--- src/rtl/cpu_seq_ctrl.sv ---
// cpu_seq_ctrl - eight-phase instruction sequencer feeding the ALU stage.
//
// Steps through INST_ADDR, INST_FETCH, INST_LOAD, IDLE, OP_ADDR, OP_FETCH,
// ALU_OP and STORE, one phase per clock. It latches the fetched opcode and
// decodes the per-phase datapath strobes. A HLT instruction freezes the
// sequencer in OP_FETCH until a resume pulse arrives.
//
// Optional feature macro: CTRL_ICOUNT_EN. When it is defined, the block
// counts retired instructions on instr_count. Otherwise instr_count is
// tied to zero.
//
// Ports:
//   clk         in   system clock, rising edge
//   reset       in   asynchronous active-low reset
//   ir_opcode   in   opcode field of the instruction register (sampled in INST_LOAD)
//   zero        in   ALU zero flag (only used in ALU_OP)
//   resume      in   single-cycle pulse releasing a halt
//   opcode      out  latched opcode to the ALU
//   sel         out  address mux select (1 = PC, 0 = IR operand)
//   rd, wr      out  memory read / write
//   ld_ir       out  instruction register load
//   inc_pc      out  PC increment
//   ld_pc       out  PC load (jump)
//   ld_ac       out  accumulator load
//   data_e      out  accumulator drives data bus
//   halt        out  processor halted (sticky until resume)
//   instr_count out  retired instruction count (zero unless CTRL_ICOUNT_EN)
module cpu_seq_ctrl #(
  parameter int OP_WIDTH  = 3,
  parameter int CNT_WIDTH = 16
) (
  input  logic                 clk,
  input  logic                 reset,
  input  logic [OP_WIDTH-1:0]  ir_opcode,
  input  logic                 zero,
  input  logic                 resume,
  output logic [OP_WIDTH-1:0]  opcode,
  output logic                 sel,
  output logic                 rd,
  output logic                 wr,
  output logic                 ld_ir,
  output logic                 inc_pc,
  output logic                 ld_pc,
  output logic                 ld_ac,
  output logic                 data_e,
  output logic                 halt,
  output logic [CNT_WIDTH-1:0] instr_count
);

  typedef enum logic [2:0] {
    INST_ADDR  = 3'd0,
    INST_FETCH = 3'd1,
    INST_LOAD  = 3'd2,
    IDLE       = 3'd3,
    OP_ADDR    = 3'd4,
    OP_FETCH   = 3'd5,
    ALU_OP     = 3'd6,
    STORE      = 3'd7
  } phase_t;

  localparam logic [OP_WIDTH-1:0] OP_HLT = OP_WIDTH'(3'd0);
  localparam logic [OP_WIDTH-1:0] OP_SKZ = OP_WIDTH'(3'd1);
  localparam logic [OP_WIDTH-1:0] OP_ADD = OP_WIDTH'(3'd2);
  localparam logic [OP_WIDTH-1:0] OP_AND = OP_WIDTH'(3'd3);
  localparam logic [OP_WIDTH-1:0] OP_XOR = OP_WIDTH'(3'd4);
  localparam logic [OP_WIDTH-1:0] OP_LDA = OP_WIDTH'(3'd5);
  localparam logic [OP_WIDTH-1:0] OP_STO = OP_WIDTH'(3'd6);
  localparam logic [OP_WIDTH-1:0] OP_JMP = OP_WIDTH'(3'd7);

  phase_t              phase_r;
  phase_t              phase_next_s;
  logic                halted_r;
  logic                halted_next_s;
  logic [OP_WIDTH-1:0] opcode_r;
  logic                aluop_s;
  // Strobe vector order: {sel, rd, wr, ld_ir, inc_pc, ld_pc, ld_ac, data_e}
  logic [7:0]          strobe_s;

  assign aluop_s = (opcode_r == OP_ADD) || (opcode_r == OP_AND) ||
                   (opcode_r == OP_XOR) || (opcode_r == OP_LDA);

  // Next-phase and halt-flag logic.
  always_comb begin
    phase_next_s  = phase_r;
    halted_next_s = halted_r;
    if (halted_r) begin
      // Phase is frozen in OP_FETCH. Resume only clears the flag, so the
      // following cycle is a live OP_FETCH and the instruction keeps 8 active clocks.
      phase_next_s  = phase_r;
      halted_next_s = resume ? 1'b0 : 1'b1;
    end else begin
      phase_next_s  = phase_t'(phase_r + 3'd1);
      // A halt can only arise here, and resume is ignored when not halted, so halt wins.
      halted_next_s = (phase_r == OP_ADDR) && (opcode_r == OP_HLT);
    end
  end

  // Strobe decode from phase, latched opcode and zero flag.
  always_comb begin
    strobe_s = 8'h00;
    if (halted_r) begin
      strobe_s = 8'h00;
    end else begin
      case (phase_r)
        INST_ADDR:  strobe_s = 8'b1000_0000;
        INST_FETCH: strobe_s = 8'b1100_0000;
        INST_LOAD:  strobe_s = 8'b1101_0000;
        IDLE:       strobe_s = 8'b1101_0000;
        OP_ADDR:    strobe_s = 8'b0000_1000;
        OP_FETCH:   strobe_s = {1'b0, aluop_s, 6'b00_0000};
        ALU_OP:     strobe_s = {1'b0, aluop_s, 1'b0, 1'b0,
                                (opcode_r == OP_SKZ) && zero,
                                (opcode_r == OP_JMP), 1'b0,
                                (opcode_r == OP_STO)};
        STORE:      strobe_s = {1'b0, aluop_s, (opcode_r == OP_STO), 1'b0,
                                (opcode_r == OP_JMP), (opcode_r == OP_JMP),
                                aluop_s, (opcode_r == OP_STO)};
        default:    strobe_s = 8'h00;
      endcase
    end
  end

  assign {sel, rd, wr, ld_ir, inc_pc, ld_pc, ld_ac, data_e} = strobe_s;
  assign opcode = opcode_r;
  assign halt   = halted_r;

  // Phase, halt flag and opcode latch registers.
  always_ff @(posedge clk or negedge reset) begin
    if (!reset) begin
      phase_r  <= INST_ADDR;
      halted_r <= 1'b0;
      opcode_r <= OP_HLT;
    end else begin
      phase_r  <= phase_next_s;
      halted_r <= halted_next_s;
      if (phase_r == INST_LOAD) begin
        opcode_r <= ir_opcode;
      end else begin
        opcode_r <= opcode_r;
      end
    end
  end

`ifdef CTRL_ICOUNT_EN
  logic [CNT_WIDTH-1:0] count_r;

  // Retired-instruction counter, bumped on each STORE -> INST_ADDR step.
  always_ff @(posedge clk or negedge reset) begin
    if (!reset) begin
      count_r <= {CNT_WIDTH{1'b0}};
    end else if ((phase_r == STORE) && !halted_r) begin
      count_r <= count_r + {{(CNT_WIDTH-1){1'b0}}, 1'b1};
    end else begin
      count_r <= count_r;
    end
  end

  assign instr_count = count_r;
`else
  assign instr_count = {CNT_WIDTH{1'b0}};
`endif

endmodule

--- config.mk ---
export PLATFORM = sky130hd
export DESIGN_NAME = cpu_seq_ctrl
export DESIGN_NICKNAME = d
export VERILOG_FILES = /design/src/rtl/cpu_seq_ctrl.sv
export SDC_FILE = /design/constraint.sdc
export NUM_CORES = 1
export LEC_CHECK = 0
export BUFFER_PORTS_ARGS = -buffer_cell sky130_fd_sc_hd__buf_2
export CAP_MARGIN = 25
export CORE_ASPECT_RATIO = 0.8
export CORE_MARGIN = 8
export CORE_UTILIZATION = 25
export CTS_CLUSTER_DIAMETER = 30
export CTS_CLUSTER_SIZE = 20
export DETAILED_ROUTE_END_ITERATION = 7
export PLACE_DENSITY = 0.48
export SLEW_MARGIN = 5
export SYNTH_ARGS = -nofsm -noshare
export SYNTH_HDL_FRONTEND = slang
export SYNTH_SLANG_ARGS = --single-unit
--- constraint.sdc ---
create_clock -name clk -period 1.5 [get_ports clk]
set_clock_uncertainty 0.2 [all_clocks]
set_input_delay 0.15 -clock clk [delete_from_list [all_inputs] [get_ports clk]]
set_output_delay 0.15 -clock clk [all_outputs]
set_load 0.02 [all_outputs]
Yosys cells after proc, flatten, opt, wreduce, memory -nomap -nowiden
Index checks and enable logic that the tools add are counted.
{"block": "word_totals", "out_inout_bits": 28, "elab_cells": 30, "reg_bits": 7}
{"block": "op_classes", "addsub": 1, "muxes": 4, "eq_ne": 14, "reduce_logical": 8}
{"cell": "$pmux W8 S7", "n": 1}
{"cell": "$eq A3 B3 Y1 const B", "n": 8}
{"cell": "$eq A3 B2 Y1 const B", "n": 4}
{"cell": "$mux W8", "n": 1}
{"cell": "$eq A3 B1 Y1 const B", "n": 2}
{"cell": "$logic_not A3 Y1", "n": 2}
{"cell": "$add A3 B1 Y3 const B", "n": 1}
{"cell": "$logic_or A1 B1 Y1", "n": 3}
{"cell": "$logic_and A1 B1 Y1", "n": 2}
{"cell": "$mux W1", "n": 2}
{"cell": "$reduce_or A2 Y1", "n": 1}

Longest topological paths before layout
{"block": "depth", "depth_word": 6, "mapped_depth": 5, "depth_no_buf": 5}

Worst setup path before layout
OpenSTA, ideal clock, no wires.
{"block": "synth_timing", "path_type": "reg2out", "start": "register phase_r[0]", "end": "output port ld_pc", "path_stages_with_launch": 5, "required_time_ns": 1.150, "path_slack_ns": -0.467, "t_arrival_ns": 1.617, "cell_sequence": "dfrtp_1 ha_1 ha_1 a21oi_1 nor4b_1"}
{"block": "synth_via", "elab_chain_cells": 4}
{"item": "start, declared", "line": "70", "rtl": "phase_t phase_r;"}
{"item": "start signal, assigned", "line": "134", "rtl": "phase_r <= phase_next_s;"}
{"item": "$eq A3 B2 Y1", "line": "104", "rtl": "case (phase_r)"}
{"item": "$reduce_or A2 Y1 (no line)"}
{"item": "$pmux W8 S7 *", "line": "104"}
{"item": "$mux W8 *", "line": "101", "rtl": "if (halted_r) begin"}
{"item": "end, declared", "line": "43", "rtl": "output logic ld_pc,"}
Mark *: on every way between the ends. The rest lies on a longest branch, timed or not.

Final worst setup path
{"block": "layout_timing", "start": "register phase_r[0]", "end": "output port sel"}
{"block": "layout_via", "elab_chain_cells": 4}
{"item": "$eq A3 B2 Y1", "line": "104"}
{"item": "$reduce_or A2 Y1 (no line)"}
{"item": "$pmux W8 S7 *", "line": "104"}
{"item": "$mux W8 *", "line": "101"}
{"item": "end, declared", "line": "38", "rtl": "output logic sel,"}
Marked as above.

==> impl_metrics.csv <==
group,metric,value,unit
floorplan,dieArea,4290,µm²
sta,rsz0062_at_grt,"true",
routing,wl_met1,677,µm
min_path,hold_path_class,"in -> async",
setup_path,crit_required,1.15,ns
routing,routed-via-count,570,
clock_network,cts.clk_slew.worst_paths,0.05,ns
routing,dr_wl_met3,140,µm
status,violations,"setup timing",
power,ir_worst_vdd,0.987,mV
global_route,grt_antenna_before_repair,0,
yosys,avgSynthCellArea,9.11,µm²
routing,dr.pass1.iters,4,
routing,drc,0,
setup_path,cp_max_fo,4,
routing,viasPerCell,4.22,
sta,setup_tns,-3.44,ns
floorplan,core_area,2380,µm²
clock_network,cts_buffers,3,
global_route,grt_pass1_wl,2770,µm
power,p_leak,0.505,nW
floorplan,die_h,60.2,µm
sta,fin_crit_sh,127,%
layout,final_nets,122,
sta,hold_violations,0,
power,p_per_area,2360,nW/µm²
layout,layout_common_cells,"conb_1 (16), buf_4 (15), buf_2 (10)",
setup_path,slowest_stage,"dfrtp_2",
yosys,syn_area,611,µm²
global_route,grt_max_degree,12,
yosys,ys_seq_area_share,28.7,%
global_route,grt_overflow_total,0,
setup_path,cp-start-kind,"flip-flop",
setup_path,cp_slowest_stage_delay,0.43,ns
clock_network,cts_tree,"done",
clock_network,root_buffer,"clkbuf_4",
routing,avgRoutedWirePerCell,12.5,µm
layout,stdcell_count,135,
global_route,grtUsageTotal,8.22,%
sta,max_freq,523,MHz
layout,synthToLayoutAreaGrowth,89.1,%
layout,multi_input_area,571,µm²
clock_network,cts.htree.levels,1,
place,numPortBuffers,18,
routing,top_layer,"met3",
routing,dr_wl_met2,871,µm
clock_network,clockBufferDepth,2,
sta,slew_violations,0,
clock_network,clock-sinks,7,
floorplan,rows,16,
place,gp_congestion,0.662,
yosys,syn-instance-count,67,
status,status,"complete, but fails checks",
routing,wirelength,1690,µm
sta,setup_violations,11,
routing,ant_nets,0,
layout,seq_area,178,µm²
layout,drive_above_1_share,61.1,%
layout,antenna_cells,0,
setup_path,critPathKind,"reg -> out",
layout,n_fill_cell,236,
floorplan,chipWidth,71.3,µm
setup_path,critical_path.top_delay_family,"flip-flops",
floorplan,initial_core_util,25.6,%
layout,fin_area,1150,µm²
yosys,ys_types,24,
sta,period_minus_slack,1.91,ns
yosys,ys_seq_elements,7,
setup_path,path_buf_inv,2,
setup_path,crit_path_cell_trace,"inv_2, ha_2, nor3_4, nor3_2, a311oi_4, buf_6",
sta,fin_ws,-0.412,ns
run,maxCapViolCount,0,
global_route,grt_pass1_vias,583,
clock_network,worst_skew_pair.late_latency,0.24,ns
setup_path,endpoint_kind,"primary output",
place,dp_hpwl,1400,µm
place,place_inst,125,
place,place_area,988,µm²
floorplan,io-pin-count,35,
yosys,ys_warn_count,0,
setup_path,arrival,1.56,ns
routing,drtIter0Drc,7,
layout,mostFrequentLayoutCell,"conb_1",
-- layout make-up --
class                   instances  share of cell area [%]
repair buffers                 39                    28.7
well taps                      27                    2.93
inverters                       4                    1.30
clock buffers                   4                    2.28
multi-input cells              54                    49.4
flip-flops and latches          7                    15.4
-- metrics by stage --
stage	utilization [%]	total power (W)	hold WS (ns)	setup WS, ns
6_report	48.5	0.00272	0.0569	-0.412
5_1_grt	48.5	0.00292	0.0521	-0.496
4_1_cts	48.5	0.00276	0.0599	-0.422
3_5_place_dp	41.5	0.00226	-0.216	-0.202
3_3_place_gp	41.5	0.00225	-0.213	-0.203
2_1_floorplan	-	0.00162	-0.346	-0.0802
-- routing by layer --
| layer | global-route usage (%) | vias to the layer above |
|---|---|---|
| met1 | 8.87 | 270 |
| li1 | - | 281 |
| met3 | 2.35 | 0 |
| met4 | 3.54 | 0 |
| met5 | 0 | - |
| met2 | 14.8 | 19 |
-- what timing repair did --
| item | in CTS | in global routing |
|---|---|---|
| endpoints found under the setup margin | 11 | 11 |
| setup buffers | 1 | 0 |
| gates resized for setup | 23 | 0 |
| hold buffers | 5 | 0 |
| pin swaps | 4 | 2 |
| endpoints found under the hold margin | 11 | 0 |
-- cells by family after synthesis --
family	Yosys count	share of synthesized area, %
xor gates and xnor gates	2	2.87
muxes	5	9.02
and+or+nand+nor	18	16.4
buffers and inverters	21	23.0
DFF	7	28.7
AOI/OAI and AO/OA	7	7.17
adders and majority gates	6	12.3
other	1	0.614
-- worst paths after layout --
kind                            start         end  slack [ns]  cells after the start
max in group asynchronous       reset  phase_r[1]        0.89                      2
min in group clk               resume        halt        0.42                      3
max                        phase_r[0]         sel       -0.41                      6
max reg2reg                phase_r[0]   opcode[2]       -0.19                      5
min reg2reg                phase_r[1]  phase_r[1]        0.43                      1
min                             reset   opcode[2]        0.06                      2
-- Yosys cell counts, drive strengths merged --
cell    count  area [µm²]
nor2        4        15.0
a21oi       1        5.00
a31oi       2        12.5
nand4       2        12.5
o31ai       1        7.51
nor4        1        6.26
mux2i       1        10.0
xnor2       1        8.76
buf        17         125
nor3        2        10.0
nand2       4        15.0
o21ai       2        10.0
nor4b       2        17.5
a311oi      1        8.76
ha          6        75.1
xor2        1        8.76
and2b       1        8.76
nand3b      1        7.51
inv         4        15.0
mux2        4        45.0
nor3b       1        7.51
dfrtp       7         175
conb        1        3.75
-- where the power goes --
part	switching, W	leakage (nW)	internal [W]
logic	0.000989	0.408	0.00110
registers	0.000178	0.0825	0.000289
clock network	0.0000613	0.0150	0.000101
total	0.00123	0.505	0.00149
-- flip-flops by register name, indices dropped and copies added (netlist names) --
register / cells
halt: 1
opcode: 3
phase_r: 3
(Power assumes the default switching activity.)
